$ cat src/rtl/rotate_seq_pkg.sv
// Shared definitions for the rotate sequencer: FSM states, mode encodings,
// rotation direction constants and small mode-decoding helpers.
package rotate_seq_pkg;

   typedef enum logic [2:0] {
      ST_IDLE  = 3'd0,
      ST_LOAD  = 3'd1,
      ST_WAIT  = 3'd2,
      ST_SHIFT = 3'd3,
      ST_DONE  = 3'd4
   } state_e;

   localparam logic [1:0] MODE_LEFT  = 2'b00;
   localparam logic [1:0] MODE_RIGHT = 2'b01;
   localparam logic [1:0] MODE_PP_L  = 2'b10;
   localparam logic [1:0] MODE_PP_R  = 2'b11;

   localparam logic DIR_LEFT  = 1'b0;
   localparam logic DIR_RIGHT = 1'b1;

   // Ping-pong modes share the upper mode bit.
   function automatic logic mode_is_pp(input logic [1:0] m);
      return m[1];
   endfunction

   // The lower mode bit selects the (initial) rotation direction.
   function automatic logic mode_first_dir(input logic [1:0] m);
      return m[0] ? DIR_RIGHT : DIR_LEFT;
   endfunction

endpackage

$ cat src/rtl/shift_register.sv
// Circular shift register: synchronous load of a seed, one-position rotate
// left or right per shift pulse. Load takes priority over shift.
module shift_register #(
   parameter int WIDTH = 8
) (
   input  logic             clk,
   input  logic             rst,
   input  logic             load,
   input  logic             shift,
   input  logic             dir,
   input  logic [WIDTH-1:0] data_in,
   output logic [WIDTH-1:0] data_out
);

   logic [WIDTH-1:0] data_q;
   logic [WIDTH-1:0] data_d;

   // Next value: load the seed, rotate by one position, or hold.
   always_comb begin
      data_d = data_q;
      if (load) begin
         data_d = data_in;
      end else if (shift) begin
         if (dir == 1'b1) begin
            data_d = {data_q[0], data_q[WIDTH-1:1]};
         end else begin
            data_d = {data_q[WIDTH-2:0], data_q[WIDTH-1]};
         end
      end else begin
         data_d = data_q;
      end
   end

   // Pattern register with synchronous reset to all zeros.
   always_ff @(posedge clk) begin
      if (rst) begin
         data_q <= {WIDTH{1'b0}};
      end else begin
         data_q <= data_d;
      end
   end

   assign data_out = data_q;

endmodule

$ cat src/rtl/rotate_sequencer.sv
// Sequencer for the rotating shift register: captures a run request, loads
// the seed, then issues N rotate steps spaced D+2 cycles apart, either in a
// fixed direction or bouncing back and forth every WIDTH-1 steps.
module rotate_sequencer #(
   parameter int WIDTH = 8,
   parameter int CNT_W = 8,
   parameter int DIV_W = 8
) (
   input  logic             clk,
   input  logic             rst,
   input  logic             start,
   input  logic             stop,
   input  logic [WIDTH-1:0] pattern,
   input  logic [CNT_W-1:0] steps,
   input  logic [DIV_W-1:0] div,
   input  logic [1:0]       mode,
   output logic             busy,
   output logic             done,
   output logic [WIDTH-1:0] pattern_out
);

   import rotate_seq_pkg::*;

   // Bounce counter must reach WIDTH-2 before a direction change.
   localparam int BNC_W = (WIDTH > 2) ? $clog2(WIDTH) : 1;

   localparam logic [BNC_W-1:0] BNC_ZERO  = {BNC_W{1'b0}};
   localparam logic [BNC_W-1:0] BNC_ONE   = {{(BNC_W-1){1'b0}}, 1'b1};
   localparam logic [BNC_W-1:0] BNC_LAST  = BNC_W'(WIDTH - 2);
   localparam logic [CNT_W-1:0] STEP_ZERO = {CNT_W{1'b0}};
   localparam logic [CNT_W-1:0] STEP_ONE  = {{(CNT_W-1){1'b0}}, 1'b1};
   localparam logic [DIV_W-1:0] DIV_ZERO  = {DIV_W{1'b0}};
   localparam logic [DIV_W-1:0] DIV_ONE   = {{(DIV_W-1){1'b0}}, 1'b1};

   state_e           state_q, state_d;
   logic [WIDTH-1:0] seed_q, seed_d;
   logic [CNT_W-1:0] steps_q, steps_d;
   logic [DIV_W-1:0] div_q, div_d;
   logic [DIV_W-1:0] presc_q, presc_d;
   logic [BNC_W-1:0] bounce_q, bounce_d;
   logic             pp_q, pp_d;
   logic             dir_q, dir_d;
   logic             busy_q, done_q;
   logic             sr_load_s, sr_shift_s;

   // Next-state, counter updates and shift-register strobes.
   always_comb begin
      state_d    = state_q;
      seed_d     = seed_q;
      steps_d    = steps_q;
      div_d      = div_q;
      presc_d    = presc_q;
      bounce_d   = bounce_q;
      pp_d       = pp_q;
      dir_d      = dir_q;
      sr_load_s  = 1'b0;
      sr_shift_s = 1'b0;
      case (state_q)
         ST_IDLE: begin
            if (start) begin
               seed_d   = pattern;
               steps_d  = steps;
               div_d    = div;
               pp_d     = mode_is_pp(mode);
               dir_d    = mode_first_dir(mode);
               bounce_d = BNC_ZERO;
               state_d  = ST_LOAD;
            end else begin
               state_d  = ST_IDLE;
            end
         end
         ST_LOAD: begin
            sr_load_s = 1'b1;
            presc_d   = div_q;
            if (stop) begin
               state_d = ST_IDLE;
            end else if (steps_q == STEP_ZERO) begin
               state_d = ST_DONE;
            end else begin
               state_d = ST_WAIT;
            end
         end
         ST_WAIT: begin
            if (presc_q == DIV_ZERO) begin
               state_d = ST_SHIFT;
            end else begin
               presc_d = presc_q - DIV_ONE;
               state_d = ST_WAIT;
            end
            if (stop) begin
               state_d = ST_IDLE;
            end else begin
               state_d = state_d;
            end
         end
         ST_SHIFT: begin
            // The shift itself is not cancelled by stop.
            sr_shift_s = 1'b1;
            steps_d    = steps_q - STEP_ONE;
            if (pp_q) begin
               if (bounce_q == BNC_LAST) begin
                  dir_d    = ~dir_q;
                  bounce_d = BNC_ZERO;
               end else begin
                  bounce_d = bounce_q + BNC_ONE;
               end
            end else begin
               bounce_d = BNC_ZERO;
            end
            if (stop) begin
               state_d = ST_IDLE;
            end else if (steps_q == STEP_ONE) begin
               state_d = ST_DONE;
            end else begin
               presc_d = div_q;
               state_d = ST_WAIT;
            end
         end
         ST_DONE: begin
            state_d = ST_IDLE;
         end
         default: begin
            state_d = ST_IDLE;
         end
      endcase
   end

   // State, captured run parameters, counters and registered status outputs.
   always_ff @(posedge clk) begin
      if (rst) begin
         state_q  <= ST_IDLE;
         seed_q   <= {WIDTH{1'b0}};
         steps_q  <= STEP_ZERO;
         div_q    <= DIV_ZERO;
         presc_q  <= DIV_ZERO;
         bounce_q <= BNC_ZERO;
         pp_q     <= 1'b0;
         dir_q    <= DIR_LEFT;
         busy_q   <= 1'b0;
         done_q   <= 1'b0;
      end else begin
         state_q  <= state_d;
         seed_q   <= seed_d;
         steps_q  <= steps_d;
         div_q    <= div_d;
         presc_q  <= presc_d;
         bounce_q <= bounce_d;
         pp_q     <= pp_d;
         dir_q    <= dir_d;
         busy_q   <= (state_d != ST_IDLE);
         done_q   <= (state_d == ST_DONE);
      end
   end

   shift_register #(
      .WIDTH (WIDTH)
   ) u_shift_register (
      .clk      (clk),
      .rst      (rst),
      .load     (sr_load_s),
      .shift    (sr_shift_s),
      .dir      (dir_q),
      .data_in  (seed_q),
      .data_out (pattern_out)
   );

   assign busy = busy_q;
   assign done = done_q;

endmodule

$ cat config.mk
export PLATFORM = sky130hd
export DESIGN_NAME = rotate_sequencer
export DESIGN_NICKNAME = d
export VERILOG_FILES = /design/src/rtl/rotate_seq_pkg.sv /design/src/rtl/shift_register.sv /design/src/rtl/rotate_sequencer.sv
export SDC_FILE = /design/constraint.sdc
export NUM_CORES = 1
export LEC_CHECK = 0
export CORE_MARGIN = 3
export CORE_UTILIZATION = 35
export CTS_BUF_LIST = sky130_fd_sc_hd__clkbuf_8
export CTS_CLUSTER_SIZE = 8
export DETAILED_ROUTE_END_ITERATION = 10
export SLEW_MARGIN = 15
export SYNTH_ARGS = -nofsm -noshare
export SYNTH_HDL_FRONTEND = slang
export SYNTH_SLANG_ARGS = --single-unit
$ cat constraint.sdc
create_clock -name clk -period 1.9 [get_ports clk]
set_input_delay 0.285 -clock clk [delete_from_list [all_inputs] [get_ports clk]]
set_output_delay 0.285 -clock clk [all_outputs]
set_load 0.02 [all_outputs]
Word level (Yosys, flattened, before mapping)
Index checks and enable logic that the tools add are counted.
- output and inout bits: 10
- word-level logic and storage cells: 66
- register bits: 50
- ROM bits: 0
- bits in writable memories: 0
- memories kept: 0
- input bits: 30
- latch bits: 0
- eq/ne operators: 12
- bitwise logic cells: 1
- reduce and logical (&&, ||, !) cells: 11
- add/subtract/negate cells: 3
- shift-type cells: 0
- magnitude comparators: 0
- divide/modulo/power cells: 0
- multipliers: 0
- mux-type cells: 28
- operators with widths (cell ; count):
    $mux 8 ; 7
    $mux 3 ; 8
    $pmux 8 s3 ; 1
    $logic_not 8->1 ; 2
    $pmux 8 s2 ; 1
    $sub 8x1->8 const B ; 2
    $ne 2x2->1 const B ; 6
    $pmux 3 s4 ; 1
    $eq 8x1->1 const B ; 1
    $mux 1 ; 8
    $reduce_and 4->1 ; 2
    $eq 3x2->1 const B ; 2
    $eq 3x3->1 const B ; 2
    $pmux 3 s2 ; 1
    $reduce_bool 3->1 ; 2
    $reduce_and 2->1 ; 2
    $reduce_bool 2->1 ; 2
    $add 3x1->3 const B ; 1
    $eq 3x1->1 const B ; 1
    $logic_not 3->1 ; 1
    $pmux 1 s2 ; 1
    $not 1->1 ; 1

Depth between registers and ports, before layout
- depth in word-level cells: 5
- depth in mapped cells: 8
- gate-level depth less buffers: 7

Modules after synthesis
Synthesis repeated with hierarchy kept, for this count alone.
- cell total of the unflattened synthesis: 302
- area total of the unflattened synthesis: 2557.5 um^2
- modules (own cells, without submodules) (module ; instances ; cells each ; area an instance (um^2) ; sequential area each (um^2)):
    rotate_sequencer ; 1 ; 257 ; 2075.7 ; 840.8
    shift_register ; 1 ; 45 ; 481.7 ; 160.2

Worst setup path after synthesis
Ideal clock, no wire load.
- path type: register to register
- start point: register steps_q[2]
- end point: register presc_q[3]
- required time: 1.764 ns
- path slack: 0.112 ns
- clock period less this slack: 1.788 ns
- buffers on the path: 2
- stages on the path, launching flop included: 8
- arrival: 1.652 ns
- library setup time: 0.136 ns
- cell sequence: dfxtp_1 > or4_4 > buf_6 > nor4_4 > nand3b_1 > buf_6 > or2_2 > a21oi_2
- longest elaborated chain between the ends: 3
- ends and longest elaborated chain (element ; line ; text):
    start, declared ; rotate_sequencer.sv:37 ; logic [CNT_W-1:0] steps_q, steps_d;
    start signal, assigned ; rotate_sequencer.sv:144 ; steps_q <= steps_d;
    $eq 8x1->1 ; rotate_sequencer.sv:112 ; end else if (steps_q == STEP_ONE) begin
    $ne 2x2->1 (no line) ; - ;
    $reduce_and 4->1 (no line) ; - ;
    end signal, assigned ; rotate_sequencer.sv:146 ; presc_q <= presc_d;
    end, declared ; rotate_sequencer.sv:39 ; logic [DIV_W-1:0] presc_q, presc_d;
No other way between the ends.
A chain may end at the register's enable or synchronous reset.

Worst setup path after layout
- start point: register steps_q[5]
- end point: register presc_q[1]
The elaborated chain is that of the path after synthesis.

==> summary.txt <==
Synth
  • Synthesized flop and latch total: 50
  • Post-synthesis cell type count: 46
  • Post-synthesis area per instance: 7.94 um2
  • Synth Instances: 308
  • Yosys Warn Count: 0
  • Sequential element share of the synthesized area: between 40% and 50%
  • Async S/R FF share, synth: 0%
  • Most frequent cell after synthesis: dfxtp_1
  • Synthesized Nets: 343
  • Area leader, netlist: dfxtp_1
  • Main synth FF type: dfxtp_1
  • Cell area after synthesis: about 0.0024 mm2
  • Synth top area cells: dfxtp_1 41%, a21oi_1 9.0%, nand2_1 6.8%
  • Synth top area share: 40.9%
  • Post-synth EDFFs: 0
  • Commonest cells post-synth: 50 x dfxtp_1, 44 x a21oi_1, 44 x nand2_1, 40 x nor2_1, 16 x clkbuf_1

Worst setup path
  • Reg-to-reg critical path endpoint: presc_q[1]
  • Worst-path maximum fanout: 11
  • CP required: 2070 ps
  • Worst R2R Path Depth: 6
  • Worst R2R Start: steps_q[5]
  • Critical path class: flip-flop to flip-flop
  • Setup crit start: steps_q[5]
  • Worst Setup EP: presc_q[1]
  • CP endpoint kind: flip-flop
  • CP arrival: about 1900 ps
  • Startpoint types: flip-flop
  • Reg2Reg Setup Slack: roughly 150 ps

Global route
  • Grt ovf: 0
  • GRT Overall Usage: 15.3%
  • Largest net degree at the start of global routing: 49
  • First-pass GRT wire length: approximately 9600 um
  • Vias in the first global route: just over 2k
  • Initial antenna violation count: 0

Routing
  • WL/cell: 13.2 um
  • Detailed Routing Iterations Pass 1: 4
  • Final wirelength: 5870 um
  • Drc violations: 0
  • DR vias/cell: 5.03
  • Via count: ~2.2k
  • 1st-iter DRT viols: 95
  • Number of routed nets with antenna violations: 0

Power and ir drop
  • Pleak: 1.11 nW
  • Total power: 2.51 mW
  • Power density cells: 795 mW/mm2
  • VDD IR max: 0.000319 V

Finish
  • Layout Nets: 386
  • Fraction of layout cells with a size suffix above 1: 12.5%
  • Fillers: 659
  • Area Overhead vs Synth: 29.3%
  • Antenna diodes: 0

Clock network
  • Worst skew pair latency: 300 ps
  • Clock-pin transition on the worst setup and hold timing paths: 90 ps
  • Hold buffers post-CTS: 0
  • H-tree depth: 2
  • Clk buf depth: 2
  • Sink Count: 50
  • Clock buffer count from CTS: 5
  • Post-CTS Setup Inserts: 0
  • CTS tree: done
  • Root Driver: clkbuf_8
  • Cells resized by post-CTS repair: 0

Status
  • Status: finished clean

Timing
  • RSZ-0062 raised after global routing: no
  • Final slew viol count: 0
  • Final setup skew: 3.52 ps
  • Hold Vio Cnt, Final: 0
  • Final period utilization: 91.9%
  • Max_slew headroom: 61.9%
  • FMAX: 572 MHz
  • Fin crit period: roughly 1700 ps
  • Worst Tran Pin Value: between 500 and 600 ps
  • Setup tns final: 0 ps
  • Final setup viols: 0

Placement
  • Placer congestion estimate: about 0.77
  • I/O Buffers: 39
  • Dpl hpwl: 4190 um

Worst hold path
  • Worst min-delay path class: input port to flip-flop

Floorplan
  • IO Pins: 40
  • Cell Rows: 29
  • Core ar.: 0.00657 mm2
  • Initial Util: 37.2%
  • Die W: 89.6 um
  • Die H: around 90 um
  • Die area: 0.00802 mm2

Job
  • Max_cap viols: 0
==> per-stage QoR <==
stage / std cells / utilization [%] / instance area [um2] / hold WS [ps] / setup slack [ps]
2_1_floorplan: 308 / - / 2440 / 421 / 112
3_3_place_gp: 437 / 45.9 / 3010 / 449 / -89.3
3_5_place_dp: 437 / 45.9 / 3010 / 453 / -98.5
4_1_cts: 445 / 48.0 / 3160 / 355 / 67.2
5_1_grt: 445 / 48.1 / 3160 / 396 / 34.5
6_report: 445 / 48.1 / 3160 / 359 / 153
==> worst max-delay path, cell delays in order, from the launching register on <==
cell      delay (ps)
dfxtp_1          320
or4_4            590
nor4_4           200
nand3b_1         190
buf_12           140
a211o_1          100
a21oi_1           60
==> per-layer routing <==
metal,GRT usage (%),wire [um],up-vias
li1,-,-,1166
met5,0,0,-
met2,23.9,2700,40
met3,3.01,238,4
met1,21.6,2880,1030
met4,4.06,53,0
==> layout by cell type, fill, tap and decap left out, types with 2 or more instances in the layout <==
master,synthesis,final
nand3b_1,2,2
nor3_1,4,3
o21ai_1,2,2
or3b_1,2,2
clkdlybuf4s50_1,0,38
a221oi_1,2,2
a31oi_1,3,3
nor2b_1,3,3
nand2b_1,4,4
o211ai_1,3,3
or3_1,3,3
nand2_1,44,44
o32ai_1,2,2
o311ai_0,2,2
nor2_1,40,40
and3_1,2,2
bufinv_16,0,2
clkbuf_8,0,6
o31ai_1,2,2
buf_4,0,17
dfxtp_1,50,49
inv_1,5,5
o21ai_0,4,4
buf_12,0,2
mux2i_1,10,10
or2_2,3,3
ha_1,5,5
nor3b_1,3,3
a211oi_1,9,9
a21oi_2,5,5
o21ai_2,3,3
and2_1,2,2
nor4_1,3,3
a21oi_1,44,44
nand3_1,8,8
nand4_1,2,2
==> final cells by class <==
cell class	instances	area [um2]	area share, %
Clock buffer	6	82.6	2.61
Tap cell	93	116	3.68
Clock inverter	2	60.1	1.90
Sequential cell	50	1000	31.7
Inverter	5	18.8	0.594
Multi-Input combinational cell	231	1330	42.0
Timing Repair Buffer	58	553	17.5
==> state kept, by name (all words and copies together) (netlist names), 3 cells and up <==
| register | flops |
|---|---|
| seed_q | 8 |
| state_q | 3 |
| steps_q | 8 |
| div_q | 8 |
| presc_q | 8 |
| bounce_q | 3 |
| u_shift_register.data_out | 8 |
==> how the worst min path moves through the flow <==
stage | startpoint | to | depth (start not counted)
after floorplan | div[1] | div_q[1] | 2
after global placement | seed_q[0] | seed_q[0] | 2
after detailed placement | seed_q[0] | seed_q[0] | 2
after CTS | rst | state_q[1] | 4
after global routing | rst | state_q[1] | 4
final | rst | state_q[1] | 4
==> power by group <==
group	leakage, nW	internal, mW	total [mW]	switching [mW]
Sequential	0.408	1.10	1.16	0.0530
Clock	0.0714	0.562	0.930	0.368
Combinational	0.629	0.212	0.426	0.214
Total	1.11	1.88	2.51	0.635
==> cells by family after synthesis <==
logic type	synth area share [%]
fa+ha+maj	2.56
mux	4.09
buf+inv	4.91
flops	40.9
compound gates	22.4
simple gates	25.1
No activity file was read; power rests on OpenSTA's default activity.
